`config.mk`:
```
export PLATFORM = sky130hd
export DESIGN_NAME = sound_event_tx
export DESIGN_NICKNAME = d
export VERILOG_FILES = /design/src/rtl/sound_event_tx.sv
export SDC_FILE = /design/constraint.sdc
export NUM_CORES = 1
export LEC_CHECK = 0
export ABC_AREA = 1
export CAP_MARGIN = 20
export CORE_MARGIN = 10
export CORE_UTILIZATION = 51
export DETAILED_ROUTE_END_ITERATION = 6
export GPL_TIMING_DRIVEN = 0
export HOLD_SLACK_MARGIN = 0.02
export PLACE_DENSITY = 0.81
export SYNTH_ARGS = -nofsm -noshare
export SYNTH_HDL_FRONTEND = slang
export SYNTH_SLANG_ARGS = --single-unit
export TNS_END_PERCENT = 30
```
`constraint.sdc`:
```
create_clock -name clk -period 1.95 [get_ports clk]
set_input_delay 0.39 -clock clk [delete_from_list [all_inputs] [get_ports clk]]
set_output_delay 0.39 -clock clk [all_outputs]
set_load 0.1 [all_outputs]
```
`src/rtl/sound_event_tx.sv`:
```
// Game-event to sound-command transmitter: edge-detects raw event levels, pends and
// arbitrates them into a small FIFO, and strobes bytes out over txdata/txclk/txready.
module sound_event_tx #(
  parameter int DEPTH = 4,
  parameter int GAP   = 3,
  parameter int CW    = $clog2(DEPTH) + 1
) (
  input  logic          clk,
  input  logic          nRst,
  input  logic          goodColl,
  input  logic          badColl,
  input  logic          toggleMode,
  input  logic [3:0]    direction,
  input  logic          txready,
  output logic [7:0]    txdata,
  output logic          txclk,
  output logic [CW-1:0] count,
  output logic          muted,
  output logic          overflow
);

  localparam int AW = (DEPTH > 1) ? $clog2(DEPTH) : 1;
  localparam int GW = (GAP > 0) ? $clog2(GAP + 1) : 1;
  localparam logic [CW-1:0] FULL  = CW'(DEPTH);
  localparam logic [GW-1:0] GAP_V = GW'(GAP);
  localparam logic [GW-1:0] ONE   = GW'(1);

  typedef enum logic [1:0] {IDLE, STROBE, WAIT} state_t;

  state_t        state_q, state_d;
  logic          good_prev_q, bad_prev_q, tog_prev_q;
  logic [3:0]    dir_prev_q;
  logic          pend_g_q, pend_b_q, pend_t_q, pend_d_q;
  logic          pend_g_d, pend_b_d, pend_t_d, pend_d_d;
  logic [3:0]    dir_lat_q, dir_lat_d;
  logic          muted_q, muted_d, ovf_q, ovf_d;
  logic [7:0]    mem_q [DEPTH];
  logic [AW-1:0] wr_ptr_q, rd_ptr_q;
  logic [CW-1:0] count_q, count_d;
  logic [7:0]    txdata_q, txdata_d;
  logic          txclk_q, txclk_d;
  logic [GW-1:0] gap_q, gap_d;

  logic e_g, e_b, e_t, e_d;
  logic push, pop, push_g, push_b, push_t, push_d;
  logic [7:0] push_byte;

  // Muted mode suppresses G/B/D at the edge detector so they neither pend nor overflow.
  assign e_g = goodColl & ~good_prev_q & ~muted_q;
  assign e_b = badColl & ~bad_prev_q & ~muted_q;
  assign e_t = toggleMode & ~tog_prev_q;
  assign e_d = (|(direction & ~dir_prev_q)) & ~muted_q;

  assign push   = (pend_b_q | pend_g_q | pend_t_q | pend_d_q) & (count_q != FULL);
  assign push_b = push & pend_b_q;
  assign push_g = push & ~pend_b_q & pend_g_q;
  assign push_t = push & ~pend_b_q & ~pend_g_q & pend_t_q;
  assign push_d = push & ~pend_b_q & ~pend_g_q & ~pend_t_q & pend_d_q;
  assign pop    = (state_q == IDLE) && (count_q != '0) && txready;

  always_comb begin
    push_byte = 8'h00;
    if (push_b)      push_byte = 8'h20;
    else if (push_g) push_byte = 8'h10;
    else if (push_t) push_byte = 8'h30;
    else if (push_d) push_byte = {4'h4, dir_lat_q};
  end

  // A new edge re-arms its pending bit even when the old one is being enqueued; only a
  // still-waiting event is lost, which is what overflow records.
  always_comb begin
    pend_g_d  = (pend_g_q & ~push_g) | e_g;
    pend_b_d  = (pend_b_q & ~push_b) | e_b;
    pend_t_d  = (pend_t_q & ~push_t) | e_t;
    pend_d_d  = (pend_d_q & ~push_d) | e_d;
    dir_lat_d = e_d ? direction : dir_lat_q;
    muted_d   = muted_q ^ e_t;
    ovf_d     = ovf_q | (e_g & pend_g_q & ~push_g) | (e_b & pend_b_q & ~push_b)
                      | (e_t & pend_t_q & ~push_t) | (e_d & pend_d_q & ~push_d);
  end

  always_comb begin
    count_d = count_q;
    if (push && !pop)      count_d = count_q + 1'b1;
    else if (!push && pop) count_d = count_q - 1'b1;
  end

  always_comb begin
    state_d  = state_q;
    txdata_d = txdata_q;
    txclk_d  = 1'b0;
    gap_d    = gap_q;
    case (state_q)
      IDLE: begin
        if (pop) begin
          txdata_d = mem_q[rd_ptr_q];
          state_d  = STROBE;
        end
      end
      STROBE: begin
        txclk_d = 1'b1;
        gap_d   = GAP_V;
        state_d = WAIT;
      end
      WAIT: begin
        if (gap_q <= ONE) begin
          gap_d   = '0;
          state_d = IDLE;
        end else begin
          gap_d = gap_q - 1'b1;
        end
      end
      default: state_d = IDLE;
    endcase
  end

  always_ff @(posedge clk or negedge nRst) begin
    if (!nRst) begin
      state_q     <= IDLE;
      good_prev_q <= 1'b0;
      bad_prev_q  <= 1'b0;
      tog_prev_q  <= 1'b0;
      dir_prev_q  <= '0;
      pend_g_q    <= 1'b0;
      pend_b_q    <= 1'b0;
      pend_t_q    <= 1'b0;
      pend_d_q    <= 1'b0;
      dir_lat_q   <= '0;
      muted_q     <= 1'b0;
      ovf_q       <= 1'b0;
      wr_ptr_q    <= '0;
      rd_ptr_q    <= '0;
      count_q     <= '0;
      txdata_q    <= '0;
      txclk_q     <= 1'b0;
      gap_q       <= '0;
    end else begin
      state_q     <= state_d;
      good_prev_q <= goodColl;
      bad_prev_q  <= badColl;
      tog_prev_q  <= toggleMode;
      dir_prev_q  <= direction;
      pend_g_q    <= pend_g_d;
      pend_b_q    <= pend_b_d;
      pend_t_q    <= pend_t_d;
      pend_d_q    <= pend_d_d;
      dir_lat_q   <= dir_lat_d;
      muted_q     <= muted_d;
      ovf_q       <= ovf_d;
      if (push) wr_ptr_q <= wr_ptr_q + 1'b1;
      if (pop)  rd_ptr_q <= rd_ptr_q + 1'b1;
      count_q     <= count_d;
      txdata_q    <= txdata_d;
      txclk_q     <= txclk_d;
      gap_q       <= gap_d;
    end
  end

  // Storage needs no reset: reset empties the FIFO through the pointers and count.
  always_ff @(posedge clk) begin
    if (push) mem_q[wr_ptr_q] <= push_byte;
  end

  assign txdata   = txdata_q;
  assign txclk    = txclk_q;
  assign count    = count_q;
  assign muted    = muted_q;
  assign overflow = ovf_q;

endmodule

```
==> impl_metrics.json, run 1 <==
{
  "violations": "setup timing",
  "root_buffer": "clkbuf_8",
  "finalHoldViolCount": 0,
  "avgRoutedWirePerCell_um": 13.78,
  "die_h_um": 93.00,
  "dieWidth_um": 93.00,
  "dieArea_um2": 8648,
  "dp_cells": 337,
  "yosysTopAreaCell": "dfrtp_1",
  "ys_types": 30,
  "ys.warnings.count": 0,
  "synth-seq-cells": 64,
  "grt_pass1_vias": 1804,
  "cts_sinks": 64,
  "cp_cell_sequence": "nor2_4 > nand2_2 > nand3_4 > buf_8 > ha_4 > inv_4 > fa_2 > a21oi_2 > o21ai_1 > xor2_1",
  "insertion_delay_ps": 340,
  "drc": 0,
  "port_buffers": 22,
  "wl_mm": 4.988,
  "clock.fmax_mhz": 507.0,
  "postRouteAntennaNets": 0,
  "required_ps": 2170,
  "layout-drive-gt1-share_pct": 23.29,
  "grt_max_degree": 37,
  "worst-path-buf-inv": 2,
  "antenna_found_initial": 0,
  "tightest_slew_ps": 967.2,
  "rsz0062_at_grt": "yes",
  "via_per_inst": 4.953,
  "multi_input_area_um2": 837.1,
  "io_pins": 24,
  "area_growth_pct": 22.24,
  "cts_buffer_depth": 2,
  "core_area_um2": 5140,
  "fin_crit_sh_pct": 101.2,
  "final_util_pct": 64.63,
  "final-max-slew-violation-count": 0,
  "drt_iter0_markers": 99,
  "ys_seq_area_share_pct": 64.09,
  "synth_top_cell_area_share_pct": 33.15,
  "path_clk_slew_ps": 70,
  "worst_slack_ps": -22.51,
  "cp-start-kind": "register",
  "syn_inst": 245,
  "place_congestion": 0.7468,
  "syn_area_um2": 2718,
  "maxCapViolCount": 0,
  "pre_cts_ws_ps": -337.5,
  "slew_headroom_pct": 35.77,
  "worst_hold_slack_ps": 119.4,
  "regArea_um2": 1753,
  "fin_cells": 362,
  "worstReg2RegEnd": "count[2]",
  "setup_viol": 1,
  "antennaDiodeCount": 0,
  "synthesis.nets": 265,
  "cts.htree.levels": 3,
  "path_delay_family": "flip-flops",
  "reg2regPathDepth": 10,
  "hpwlAfterDp_mm": 3.253,
  "syn_avg_cell_area_um2": 11.09,
  "critPathKind": "register to register",
  "hold_buffers": 0,
  "cts_buffers": 9,
  "drt-pass1-iter-count": 4,
  "tritoncts": "done",
  "grt_overflow_total": 0,
  "crit_arrival_ps": 2190,
  "period_needed_ps": 1973,
  "reg2reg_slack_ps": -20,
  "worstSetupEndpointType": "register",
  "fin_nets": 307,
  "outcome": "finished, violations left",
  "synthTopCellsByArea": "dfrtp_1 (33%), edfxtp_1 (31%), inv_1 (4.7%)",
  "num_rows": 26,
  "start_util_pct": 52.87,
  "num_vias": 1793,
  "critPathMaxStageDelay_ps": 500,
  "grt_pass1_wl_mm": 8.342,
  "grt_util_all_layers_pct": 12.49,
  "cp_slowest_cell": "dfrtp_4",
  "fillers": 415,
  "worstPathMaxFanout": 5,
  "finalClockSkew_ps": 6.589,
  "hp-class": "input pin to async pin",
  "reg2reg_from": "count[1]"
}
area by class of cell:
cell class,instances,area share [%]
clock buffers,13,4.783
clock inverters,3,1.205
inverters,36,4.143
well taps,70,2.637
multi-input cells,140,25.20
flip-flops and latches,64,52.77
repair buffers,31,7.759
plain buffers,5,1.507
registers in the layout, indices dropped and copies added (netlist names):
signal / cells
mem_q: 28
txdata: 7
dir_lat_q: 4
dir_prev_q: 4
count: 3
gap_q: 2
rd_ptr_q: 2
state_q: 2
wr_ptr_q: 2
bad_prev_q: 1
good_prev_q: 1
muted: 1
overflow: 1
pend_b_q: 1
pend_d_q: 1
pend_g_q: 1
pend_t_q: 1
tog_prev_q: 1
txclk: 1
cells by family after synthesis:
family / Yosys count / synth area share (%)
xor gates and xnor gates: 6 / 1.934
adders and majority gates: 10 / 4.880
and+or+nand+nor: 75 / 12.38
DFF: 64 / 64.09
other: 1 / 0.1380
buffers and inverters: 41 / 6.537
muxes: 1 / 0.4143
AOI/OAI and AO/OA: 47 / 9.623
worst register-to-register path: cells and delay by family, from the launching register on:
family | cells | cell delay, ps
buffers and inverters | 2 | 160
adders and majority gates | 2 | 480
xor gates and xnor gates | 1 | 150
and+or+nand+nor | 3 | 350
DFF | 1 | 500
AOI/OAI and AO/OA | 2 | 230
metrics by stage:
step                      area [µm²]  setup TNS, ps
after global placement          3063         -11340
after CTS                       3272         -186.7
after detailed placement        3058         -676.3
after global routing            3322         -214.3
final                           3322         -22.51
after floorplan                 2755         -243.8
how the worst max path moves through the flow:
stage / startpoint / to / slack [ps] / depth (start not counted)
after floorplan: count[0] / count[1] / -120 / 8
after global placement: nRst / count[0] / -500 / 1
after detailed placement: txready / count[1] / -340 / 7
after CTS: count[1] / count[2] / -110 / 10
after global routing: count[1] / count[2] / -140 / 10
final: count[1] / count[2] / -20 / 10
cell usage after synthesis (all sizes together):
cell type / n
xor2: 5
ha: 9
edfxtp: 28
a21oi: 4
nor2: 38
fa: 1
nand3: 5
o211ai: 1
xnor2: 1
conb: 1
inv: 36
nand2: 31
o21bai: 1
buf: 5
a31oi: 1
o22ai: 7
mux2: 1
o21ai: 33
dfrtp: 36
nor3b: 1
per-layer routing:
metal / global-route usage, % / wire (µm)
met3: 4.876 / 389
met1: 13.80 / 2043
met4: 7.969 / 84
met2: 19.80 / 2471
met5: 0 / 0
cells in the final DEF, fill, tap and decap left out, types with 3 or more instances in the layout:
| cell | n |
|---|---|
| clkbuf_2 | 6 |
| clkdlybuf4s15_2 | 4 |
| ha_1 | 7 |
| clkdlybuf4s15_1 | 3 |
| o21ai_0 | 23 |
| xor2_1 | 5 |
| dfrtp_1 | 33 |
| o22ai_1 | 7 |
| nand2_2 | 5 |
| inv_2 | 6 |
| clkdlybuf4s50_1 | 8 |
| clkbuf_8 | 11 |
| o21ai_2 | 3 |
| dfrtp_4 | 3 |
| nand3_1 | 4 |
| nand2_1 | 25 |
| buf_4 | 10 |
| o21ai_1 | 7 |
| nor2_1 | 34 |
| inv_1 | 29 |
| a21oi_1 | 3 |
| edfxtp_1 | 28 |
timing repair:
action / CTS / global route
resized for setup: 30 / 13
setup endpoints to repair: 15 / 11
setup buffers: 0 / 9
pin swaps: 2 / 2
Power of run 1 is not shown: default switching activity piles up to over one toggle a cycle in this logic, so the estimate is an artifact.
==> inputs of run 2 (changes only) <==
Settings changed: PLACE_DENSITY 0.81 to 0.75.
==> run 2 against run 1 <==
Effect of this change: the run now ends clean; design area is 0.56% higher; clock-buffer cell count stayed put; sequential share of layout area is 0.30 points lower; register-to-register slack better by 50 ps; fmax is 2.7% higher; hold slack better by 12 ps; largest cell class unchanged.
==> impl_metrics.json, run 2 (same netlist as run 1, synthesis figures left out) <==
{
  "fin_cells": 361,
  "grt_overflow_total": 0,
  "core_area_um2": 5140,
  "port_buffers": 22,
  "regMostFlops": "mem_q",
  "cts_sinks": 64,
  "critPathKind": "register to register",
  "path_clk_slew_ps": 70,
  "num_rows": 26,
  "antenna_found_initial": 0,
  "required_ps": 2170,
  "cp-start-kind": "register",
  "grt_pass1_vias": 1789,
  "final_common_cell": "nor2_1",
  "dieWidth_um": 93.00,
  "final-max-slew-violation-count": 0,
  "largest_register_ffs": 28,
  "drc": 0,
  "outcome": "finished, final reports clean",
  "hpwlAfterDp_mm": 3.180,
  "io_pins": 24,
  "grt_max_degree": 37,
  "avgRoutedWirePerCell_um": 14.06,
  "finalClockSkew_ps": 7.922,
  "rsz0062_at_grt": "yes",
  "pre_cts_ws_ps": -320.8,
  "final_util_pct": 65.00,
  "tritoncts": "done",
  "die_h_um": 93.00,
  "worst_hold_slack_ps": 131.6,
  "crit_arrival_ps": 2140,
  "start_util_pct": 52.87,
  "drt-pass1-iter-count": 4,
  "slew_headroom_pct": 36.58,
  "via_per_inst": 4.917,
  "cts_buffer_depth": 2,
  "hp-class": "input pin to async pin",
  "cts.htree.levels": 3,
  "fin_crit_sh_pct": 98.47,
  "num_vias": 1775,
  "cts_buffers": 9,
  "tightest_slew_ps": 955.0,
  "setup_viol": 0,
  "finalHoldViolCount": 0,
  "worstSetupEndpointType": "register",
  "fillers": 440,
  "maxCapViolCount": 0,
  "period_needed_ps": 1920,
  "worstPathMaxFanout": 3,
  "layout-drive-gt1-share_pct": 23.37,
  "fin_nets": 306,
  "dieArea_um2": 8648,
  "drt_iter0_markers": 138,
  "worst_slack_ps": 29.79,
  "antennaDiodeCount": 0,
  "hold_buffers": 0,
  "clock.fmax_mhz": 520.8,
  "grt_util_all_layers_pct": 12.84,
  "postRouteAntennaNets": 0,
  "final_cell_mix": "nor2_1 (34), dfrtp_1 (33), inv_1 (29), edfxtp_1 (28), nand2_1 (25)",
  "grt_pass1_wl_mm": 8.618,
  "insertion_delay_ps": 340,
  "place_congestion": 0.7101,
  "root_buffer": "clkbuf_8",
  "wl_mm": 5.077,
  "area_growth_pct": 22.93,
  "dp_cells": 337
}
-- run 2: area by class of cell --
type,count,area [µm²],share of cell area [%]
clock inverter,3,38.79,1.161
timing repair buffer,30,256.5,7.678
multi-input combinational,140,845.8,25.32
tap,70,87.58,2.622
inverter,36,140.1,4.195
sequential,64,1753,52.47
buffer,5,50.05,1.498
clock buffer,13,168.9,5.056
-- run 2: timing repair --
item / 4_1_cts / 5_1_grt
setup buffers: 0 / 8
endpoints found under the setup margin: 15 / 7
resized for setup: 34 / 12
pin swaps: 2 / 4
-- run 2: per-stage QoR --
step	TNS [ps]	area [µm²]
after floorplan	-243.8	2755
after global placement	-13120	3063
after detailed placement	-634.5	3058
after CTS	-170.1	3286
after global routing	-54.46	3341
final	0	3341
-- run 2: path summary, 6_finish.rpt --
check                      startpoint        to  slack [ps]  cells past startpoint
setup / recovery             count[0]  count[2]          30                     10
hold / removal                   nRst  pend_d_q         130                      1
setup reg to reg             count[0]  count[2]          30                     10
hold reg to reg            tog_prev_q  pend_t_q         450                      1
max in group asynchronous        nRst  count[2]        1230                      1
min in group clk           tog_prev_q  pend_t_q         450                      1
-- run 2: critical path: stages (launching register included) --
cell	delay [ps]
dfrtp_4	490
nor2_4	150
nand2_2	90
nand3_4	100
buf_8	110
ha_4	130
inv_4	40
fa_2	350
a21oi_2	150
o21ai_2	70
xor2_1	130
-- run 2: routing by layer --
metal  up-vias  wire [µm]  share of wire (%)  GRT usage (%)
met5         -          0                  0              0
met4         0         87                1.7          6.298
met3         6        282                5.6          4.396
met2        53       2466                 49          20.04
met1       835       2240                 44          15.58
li1        881          -                  -              -
Power of run 2 is left out for the same reason.
==> inputs of run 3 (changes only) <==
Settings changed: ABC_AREA 1 to not set.
==> run 3 against run 2 <==
Effect of this change: the flow now finishes with violations (setup timing); final cell count shrank 20%; routed wire length shrank 12%; global-route usage shrank 1.6 points; first-iteration DRC count shrank 49%; largest cell class unchanged; highest routed layer unchanged.
==> impl_metrics.json, run 3 <==
{
  "regMostFlops": "mem_q",
  "start_util_pct": 51.99,
  "grt_pass1_wl_mm": 7.507,
  "cts_buffers": 9,
  "root_buffer": "clkbuf_8",
  "tritoncts": "done",
  "cts_sinks": 64,
  "synth-async-reset-ratio_pct": 56.25,
  "dieArea_um2": 8407,
  "maxCapViolCount": 0,
  "grt_util_all_layers_pct": 11.28,
  "cp-start-kind": "register",
  "cts.htree.levels": 3,
  "regArea_um2": 1753,
  "fin_nets": 232,
  "ys_seq_area_share_pct": 66.44,
  "synth_edf_count": 28,
  "die_h_um": 91.69,
  "antenna_found_initial": 0,
  "place_congestion": 0.7177,
  "worst_hold_slack_ps": 157.6,
  "final_cell_mix": "dfrtp_1 (33), edfxtp_1 (28), mux2_2 (12), buf_4 (11), clkbuf_8 (9)",
  "multi_input_area_um2": 879.6,
  "ys_types": 34,
  "hold_buffers": 0,
  "synth_top_cell_area_share_pct": 34.37,
  "wl_mm": 4.465,
  "hpwlAfterDp_mm": 3.024,
  "yosysTopAreaCell": "dfrtp_1",
  "syn_area_um2": 2621,
  "layout-drive-gt1-share_pct": 32.72,
  "violations": "setup timing",
  "synth_ff_type": "dfrtp_1",
  "path_clk_slew_ps": 70,
  "final_util_pct": 65.71,
  "finalClockSkew_ps": 6.929,
  "worstPathMaxFanout": 4,
  "grt_overflow_total": 0,
  "tightest_slew_ps": 957.6,
  "worstSetupEndpointType": "register",
  "num_rows": 26,
  "setup_viol": 2,
  "io_pins": 24,
  "fin_area_um2": 3313,
  "syn_avg_cell_area_um2": 15.60,
  "crit_arrival_ps": 2190,
  "synth_common_cells": "dfrtp_1 (36), edfxtp_1 (28), mux2_2 (12)",
  "core_area_um2": 5042,
  "synth.most_common_cell": "dfrtp_1",
  "area_growth_pct": 26.40,
  "drt_iter0_markers": 70,
  "antennaDiodeCount": 0,
  "synth-seq-cells": 64,
  "postRouteAntennaNets": 0,
  "required_ps": 2160,
  "place_area_um2": 2972,
  "avgRoutedWirePerCell_um": 15.56,
  "hp-class": "input pin to async pin",
  "largest_register_ffs": 28,
  "drc": 0,
  "via_per_inst": 5.017,
  "grt_pass1_vias": 1536,
  "cts_buffer_depth": 2,
  "syn_inst": 168,
  "clock.fmax_mhz": 503.3,
  "dieWidth_um": 91.69,
  "synthesis.nets": 188,
  "ys.warnings.count": 0,
  "final-max-slew-violation-count": 0,
  "rsz0062_at_grt": "yes",
  "period_needed_ps": 1987,
  "outcome": "finished, violations left",
  "port_buffers": 22,
  "insertion_delay_ps": 320,
  "fillers": 352,
  "fin_crit_sh_pct": 101.9,
  "grt_max_degree": 37,
  "drt-pass1-iter-count": 4,
  "finalHoldViolCount": 0,
  "worst_slack_ps": -36.75,
  "final_common_cell": "dfrtp_1",
  "synthTopCellsByArea": "dfrtp_1 (34%), edfxtp_1 (32%), mux4_2 (6.0%)",
  "slew_headroom_pct": 36.41,
  "critPathKind": "register to register",
  "num_vias": 1440
}
-- run 3: cell types whose count changed after synthesis, moves of 4 or more --
| cell | before | now |
|---|---|---|
| nor2_1 | 34 | 7 |
| inv_1 | 34 | 9 |
| o21ai_1 | 6 | 0 |
| o22ai_1 | 7 | 0 |
| nand2_1 | 26 | 7 |
| nand2b_1 | 0 | 7 |
| nand2_2 | 4 | 0 |
| and2_1 | 0 | 8 |
| o21ai_0 | 24 | 7 |
| mux4_2 | 0 | 7 |
| mux2_2 | 1 | 12 |
-- run 3: timing repair --
action | CTS | global route
pin swaps | 2 | 6
resized for setup | 23 | 15
buffers inserted | 0 | 11
endpoints found under the setup margin | 15 | 10
-- run 3: cell families (layout without fill, tap and decap cells) --
| kind of cell | after synthesis | count (layout) | share of synthesized area [%] |
|---|---|---|---|
| buffers and inverters | 14 | 63 | 2.386 |
| xor gates and xnor gates | 7 | 7 | 2.339 |
| and+or+nand+nor | 35 | 35 | 7.685 |
| AOI/OAI and AO/OA | 18 | 18 | 4.774 |
| DFF | 64 | 64 | 66.44 |
| muxes | 19 | 19 | 11.17 |
| adders and majority gates | 10 | 10 | 5.060 |
| other | 1 | 1 | 0.1431 |
-- run 3: worst paths after layout --
path                       cells past startpoint  slack [ps]      endpoint    startpoint
setup / recovery                               7         -40      count[1]      count[0]
hold reg to reg                                1         500  dir_lat_q[0]  dir_lat_q[0]
setup reg to reg                               7         -40      count[1]      count[0]
min in group clk                               1         500  dir_lat_q[0]  dir_lat_q[0]
hold / removal                                 1         160   good_prev_q          nRst
max in group asynchronous                      1        1200      count[1]          nRst
-- run 3: cell type report --
class | instances | area share [%]
plain buffers | 5 | 0.9819
clock buffers | 10 | 3.852
clock inverters | 6 | 3.285
inverters | 9 | 1.020
multi-input cells | 90 | 26.55
flip-flops and latches | 64 | 52.91
well taps | 70 | 2.644
repair buffers | 33 | 8.761
-- run 3: metal layers --
layer / track usage, % / wire (µm) / up-vias
li1: - / - / 686
met1: 13.25 / 1923 / 719
met2: 18.25 / 2264 / 29
met3: 3.341 / 215 / 6
met4: 6.170 / 62 / 0
met5: 0 / 0 / -
-- run 3: worst max-delay path: stages, from the launching register on --
cell and delay (ps):
dfrtp_4 510, buf_6 130, nor3b_4 250, a21oi_4 80
ha_4 180, inv_2 50, fa_2 410, mux2_2 270
-- run 3: per-stage QoR --
stage / setup slack (ps) / std cells / TNS (ps)
finish: -36.75 / 287 / -47.38
global route: -92.00 / 287 / -163.4
CTS: -169.1 / 276 / -323.4
detailed placement: -301.9 / 260 / -807.1
global placement: -481.2 / 260 / -10770
floorplan: -236.4 / 168 / -436.2
Power of run 3 is left out for the same reason.
